`src/rtl/jhash_pkg.sv`:
```
// Shared constants for the lookup3 (jhash) datapath: word widths,
// per-round rotate amounts and the hash init constant.
package jhash_pkg;

  localparam int JH_W   = 32;
  localparam int JH_SHW = 5;

  // Rotate amounts used by jhash_core, in round order.
  localparam logic [JH_SHW-1:0] JH_ROT0 = 5'd4;
  localparam logic [JH_SHW-1:0] JH_ROT1 = 5'd6;
  localparam logic [JH_SHW-1:0] JH_ROT2 = 5'd8;
  localparam logic [JH_SHW-1:0] JH_ROT3 = 5'd16;
  localparam logic [JH_SHW-1:0] JH_ROT4 = 5'd19;
  localparam logic [JH_SHW-1:0] JH_ROT5 = 5'd4;

  // lookup3 initial value, consumed by jhash_core.
  localparam logic [JH_W-1:0] JH_INIT = 32'hdeadbeef;

endpackage : jhash_pkg

```
`src/rtl/rotl32.sv`:
```
// Combinational 32-bit left rotator built as a 5-level logarithmic
// barrel (rotate by 1, 2, 4, 8, 16 selected by the bits of amt).
module rotl32
  import jhash_pkg::*;
(
  input  logic [JH_W-1:0]   data,
  input  logic [JH_SHW-1:0] amt,
  output logic [JH_W-1:0]   rotated
);

  logic [JH_W-1:0] lvl1;
  logic [JH_W-1:0] lvl2;
  logic [JH_W-1:0] lvl4;
  logic [JH_W-1:0] lvl8;
  logic [JH_W-1:0] lvl16;

  assign lvl1  = amt[0] ? {data[30:0], data[31]}     : data;
  assign lvl2  = amt[1] ? {lvl1[29:0], lvl1[31:30]}  : lvl1;
  assign lvl4  = amt[2] ? {lvl2[27:0], lvl2[31:28]}  : lvl2;
  assign lvl8  = amt[3] ? {lvl4[23:0], lvl4[31:24]}  : lvl4;
  assign lvl16 = amt[4] ? {lvl8[15:0], lvl8[31:16]}  : lvl8;

  assign rotated = lvl16;

endmodule : rotl32

```
`src/rtl/jhash_mix.sv`:
```
// One lookup3 mix step: OA = (a - c) ^ rotl(c, shift), OB = b, OC = c + b.
// REGISTERED selects a purely combinational step or a one-cycle
// registered step with asynchronous active-low clear of the outputs.
module jhash_mix
  import jhash_pkg::*;
#(
  parameter bit REGISTERED = 1'b0
) (
  input  logic              clk,
  input  logic              rst_n,
  input  logic [JH_W-1:0]   a,
  input  logic [JH_W-1:0]   b,
  input  logic [JH_W-1:0]   c,
  input  logic [JH_SHW-1:0] shift,
  output logic [JH_W-1:0]   OA,
  output logic [JH_W-1:0]   OB,
  output logic [JH_W-1:0]   OC
);

  logic [JH_W-1:0] diff_p0;
  logic [JH_W-1:0] rot_p0;
  logic [JH_W-1:0] oa_p0;
  logic [JH_W-1:0] ob_p0;
  logic [JH_W-1:0] oc_p0;

  // Stage p0: combinational mix from the raw inputs.
  assign diff_p0 = a - c;

  rotl32 u_rotl32 (
    .data    (c),
    .amt     (shift),
    .rotated (rot_p0)
  );

  assign oa_p0 = diff_p0 ^ rot_p0;
  assign ob_p0 = b;
  assign oc_p0 = c + b;  // uses the incoming c, not the updated a

  generate
    if (REGISTERED) begin : g_reg
      logic [JH_W-1:0] oa_p1;
      logic [JH_W-1:0] ob_p1;
      logic [JH_W-1:0] oc_p1;

      // Stage p1: capture the mix result; reset clears it immediately.
      always_ff @(posedge clk or negedge rst_n) begin
        if (!rst_n) begin
          oa_p1 <= '0;
          ob_p1 <= '0;
          oc_p1 <= '0;
        end else begin
          oa_p1 <= oa_p0;
          ob_p1 <= ob_p0;
          oc_p1 <= oc_p0;
        end
      end

      assign OA = oa_p1;
      assign OB = ob_p1;
      assign OC = oc_p1;
    end else begin : g_comb
      // clk and rst_n are intentionally ignored in the combinational build.
      logic unused_clk_rst;
      assign unused_clk_rst = clk ^ rst_n;

      assign OA = oa_p0;
      assign OB = ob_p0;
      assign OC = oc_p0;
    end
  endgenerate

endmodule : jhash_mix

```
`config.mk`:
```
export PLATFORM = sky130hd
export DESIGN_NAME = jhash_mix
export DESIGN_NICKNAME = d
export VERILOG_FILES = /design/src/rtl/jhash_pkg.sv /design/src/rtl/rotl32.sv /design/src/rtl/jhash_mix.sv
export SDC_FILE = /design/constraint.sdc
export NUM_CORES = 1
export LEC_CHECK = 0
export CAP_MARGIN = 20
export CORE_ASPECT_RATIO = 0.6
export CORE_MARGIN = 5
export CORE_UTILIZATION = 49
export DETAILED_ROUTE_END_ITERATION = 16
export GPL_TIMING_DRIVEN = 0
export PLACE_DENSITY = 0.95
export SLEW_MARGIN = 20
export SYNTH_ARGS = -nofsm -noshare
export SYNTH_HDL_FRONTEND = slang
export SYNTH_SLANG_ARGS = --single-unit
```
`constraint.sdc`:
```
create_clock -name vclk -period 5.2
set_clock_uncertainty 0.05 [all_clocks]
set_input_delay 1.04 -clock vclk [all_inputs]
set_output_delay 1.04 -clock vclk [all_outputs]
set_load 0.01 [all_outputs]
```
## Word-level counts from Yosys, hierarchy flattened

Cells that the tools add are included.
Widths: inputs -> output; s select.

- Register bits: 0
- Input bits: 103
- Word-level logic and storage cells: 8

- Add/subtract/negate cells: 2
- Multiplexer cells: 5
- Bitwise operators: 1

Operator list:

| cell | count |
|---|---|
| $mux 32 | 5 |
| $add 32x32->32 | 1 |
| $sub 32x32->32 | 1 |
| $xor 32x32->32 | 1 |

## Longest topological paths before layout

- Word-level depth: 6
- Depth in mapped cells: 12

## By module

A second synthesis with hierarchy kept.

- Cells, all modules: 653
- Area total of the unflattened synthesis: 5911.9 sq um

By module, submodules not included:

| module | times used | cells each | area an instance (sq um) |
|---|---|---|---|
| jhash_mix | 1 | 537 | 3963.8 |
| rotl32 | 1 | 116 | 1948.1 |

## Worst setup path before layout

No wires, ideal clock.

- Kind: input port to output port
- From: input b[0]
- To: output OC[26]
- Arrival: 3.362 ns
- Data required time: 4.110 ns
- Path slack: 0.748 ns
- Cell stages on the path: 10
- Cell sequence: ha_1 -> fa_1 -> a21oi_1 -> o311ai_1 -> o41ai_2 -> o21ai_1 -> a31o_2 -> a21oi_1 -> o21ai_1 -> xor2_1

- Cells in the longest elaborated chain, start to end: 1

RTL lines:

| what | line | source |
|---|---|---|
| from (decl) | jhash_mix.sv:12 | `input logic [JH_W-1:0] b,` |
| $add 32x32->32 | jhash_mix.sv:37 | `assign oc_p0 = c + b;` |
| to (decl) | jhash_mix.sv:17 | `output logic [JH_W-1:0] OC` |

No other way between the ends.

## Worst setup path in the final report

- From: input c[29]
- To: output OA[3]

- Cells in the longest elaborated chain, start to end: 6

RTL lines:

| what | line | source |
|---|---|---|
| from (decl) | jhash_mix.sv:13 | `input logic [JH_W-1:0] c,` |
| $mux 32 | rotl32.sv:17 | `assign lvl1 = amt[0] ? {data[30:0], data[31]} : data;` |
| $mux 32 | rotl32.sv:18 | `assign lvl2 = amt[1] ? {lvl1[29:0], lvl1[31:30]} : lvl1;` |
| $mux 32 | rotl32.sv:19 | `assign lvl4 = amt[2] ? {lvl2[27:0], lvl2[31:28]} : lvl2;` |
| $mux 32 | rotl32.sv:20 | `assign lvl8 = amt[3] ? {lvl4[23:0], lvl4[31:24]} : lvl4;` |
| $mux 32 | rotl32.sv:21 | `assign lvl16 = amt[4] ? {lvl8[15:0], lvl8[31:16]} : lvl8;` |
| $xor 32x32->32 | jhash_mix.sv:35 | `assign oa_p0 = diff_p0 ^ rot_p0;` |
| to (decl) | jhash_mix.sv:15 | `output logic [JH_W-1:0] OA,` |

No other way between the ends.

==> impl_metrics.json <==
{
  "run_status": "finished, final reports clean",
  "min_period_ns": 5.13,
  "height_of_the_die_um": 96.2,
  "post-synth-top-area-fraction": 0.128,
  "syn-instance-count": 815,
  "dpl_worst_slack_ns": -0.937,
  "grt_max_degree": 11,
  "routabilityCongestion": 1.07,
  "postLayoutSetupSlackWorst_ns": 0.0684,
  "die_width_um": 154,
  "peakVddDrop_v": 0.000125,
  "timing.final.max_slew_violations": 0,
  "cp-start-kind": "input port",
  "final_antenna_net_count": 0,
  "gr-total-overflow": 0,
  "yosys_warnings": 0,
  "route.vias.total": 7177,
  "initial_core_util": 0.502,
  "io_pins": 199,
  "design.seq.count": 0,
  "drt_pre_antenna_iters": 5,
  "min_period_over_period": 0.987,
  "worst_slew_pin_slew_ns": 0.669,
  "hpwlAfterDp_mm": 19.9,
  "antenna_violations_before_repair": 1,
  "grt_pass1_vias": 6904,
  "regArea_sq_um": 0,
  "maxSlewHeadroom": 0.554,
  "timing.critical_path.to_type": "output port",
  "finalHoldViolations": 0,
  "critical_path.max_fanout": 5,
  "min_path_cells": 5,
  "detail_route.wl_per_cell_um": 20.6,
  "first_pass_grt_wire_length_mm": 36.5,
  "route.final.wire_length_mm": 24.2,
  "core_area_sq_um": 12100,
  "synth_area_leader_cell": "sky130_fd_sc_hd__ha_1",
  "synth_seq_area_share": 0,
  "rows": 31,
  "syn-cell-area_sq_um": 6070,
  "finalSetupViolCount": 0,
  "remaining_routing_drc_violations": 0,
  "final_layout_clock_buffer_total": 0,
  "fmax_mhz": 195,
  "diodes": 0,
  "final_layout_size_suffix_gt1_frac": 0.151,
  "pwr_density_cell_nw_per_um2": 163,
  "maxCapViolations": 0,
  "tns_ns": 0,
  "cp.required_ns": 4.11,
  "rsz0062_at_grt": "yes",
  "worst_ep_arrival_time_ns": 4.04,
  "gr-usage-all-layers": 0.305,
  "yosys-top-cells-area": "sky130_fd_sc_hd__ha_1 13%, sky130_fd_sc_hd__xnor2_1 9.8%, sky130_fd_sc_hd__mux2i_1 9.4%, sky130_fd_sc_hd__a21oi_1 6.6%, sky130_fd_sc_hd__mux4_2 5.9%",
  "synth_nets": 982,
  "flow.area_growth_from_synthesis_pct": 40.6,
  "timing.hold.worst.class": "in -> out",
  "timing.hold.ws_ns": 2.91,
  "synthesis.area_per_instance_sq_um": 7.45,
  "drt-initial-drc-count": 720,
  "power_leakage_uw": 0.00388,
  "route.detailed.vias_per_inst": 6.11,
  "portBuffers": 193,
  "nNetsFinal": 1178,
  "die_area_sq_um": 14800,
  "timing_worst_setup_path_type": "in -> out",
  "netlist-cell-type-count": 63
}
cells by family (layout without fill, tap and decap cells):
logic type,Yosys count,after routing,share of synthesized area
and+or+nand+nor,180,180,0.136
buffers and inverters,123,317,0.106
adders and majority gates,64,64,0.134
AOI/OAI and AO/OA,253,253,0.257
xor gates and xnor gates,93,93,0.134
muxes,102,102,0.232
repair_timing:
action,in CTS,in global routing
buffers inserted,4,4
hold buffers,0,0
gates resized for setup,62,62
endpoints found under the setup margin,36,38
pin swaps,8,18
critical path: stages:
cell,delay (ns)
sky130_fd_sc_hd__clkdlybuf4s50_1,0.67
sky130_fd_sc_hd__inv_1,0.12
sky130_fd_sc_hd__o21ai_1,0.33
sky130_fd_sc_hd__o21ai_0,0.25
sky130_fd_sc_hd__mux2_2,0.34
sky130_fd_sc_hd__mux4_2,0.52
sky130_fd_sc_hd__xor2_1,0.21
sky130_fd_sc_hd__clkdlybuf4s50_1,0.57
cell usage in the layout, fill, tap and decap left out, types with 8 or more instances in the layout:
cell / n
sky130_fd_sc_hd__nand4_1: 10
sky130_fd_sc_hd__clkbuf_1: 14
sky130_fd_sc_hd__a21oi_1: 71
sky130_fd_sc_hd__buf_4: 40
sky130_fd_sc_hd__mux4_1: 9
sky130_fd_sc_hd__ha_1: 53
sky130_fd_sc_hd__mux2i_1: 57
sky130_fd_sc_hd__mux2_2: 19
sky130_fd_sc_hd__nor2_1: 39
sky130_fd_sc_hd__a31oi_1: 8
sky130_fd_sc_hd__o211ai_1: 11
sky130_fd_sc_hd__and3_1: 8
sky130_fd_sc_hd__mux4_2: 17
sky130_fd_sc_hd__buf_2: 11
sky130_fd_sc_hd__a21oi_2: 8
sky130_fd_sc_hd__clkdlybuf4s50_1: 154
sky130_fd_sc_hd__o21ai_0: 60
sky130_fd_sc_hd__xnor2_1: 68
sky130_fd_sc_hd__inv_1: 45
sky130_fd_sc_hd__nand3_1: 11
sky130_fd_sc_hd__o21bai_1: 9
sky130_fd_sc_hd__nand2_1: 76
sky130_fd_sc_hd__xor2_1: 25
sky130_fd_sc_hd__dlymetal6s2s_1: 15
sky130_fd_sc_hd__a21o_1: 35
sky130_fd_sc_hd__dlygate4sd2_1: 16
per-layer routing:
layer	wire (um)	global-route usage	vias up
met4	396	0.0309	0
met5	0	0	-
met2	9720	0.477	508
met1	10400	0.418	3249
met3	3660	0.112	55
li1	-	-	3365
metrics by stage:
stage	total power (uW)	cells	utilization	cell area [sq um]
after floorplan	753	815	-	6070
after global placement	1320	1173	0.678	8210
after detailed placement	1330	1173	0.678	8210
after CTS	1350	1171	0.689	8340
after global routing	1490	1174	0.706	8540
final	1400	1174	0.706	8540
layout make-up:
| type | count | area [sq um] |
|---|---|---|
| multi-input combinational | 692 | 5710 |
| buffer | 69 | 448 |
| fill | 1010 | 3560 |
| timing repair buffer | 201 | 2000 |
| inverter | 47 | 176 |
| tap | 165 | 206 |
synth_stat cells (all sizes together) (10+ instances only):
master  count
xor2       25
nand4      10
mux2i      57
a21o       35
buf        53
xnor2      68
o21bai     10
o211ai     11
o21ai      68
nor2       41
mux2       19
mux4       26
a21oi      81
ha         62
nand2      76
clkbuf     23
nand3      12
inv        46
worst paths after layout:
check	slack, ns	end	start
max	0.07	OA[3]	c[29]
min	2.91	OA[0]	a[0]
where the power goes:
part	switching [uW]	total, uW	internal, uW
registers	0	0	0
logic	699	1400	696
clock network	0	0	0
No activity file was read; power rests on OpenSTA's default activity.
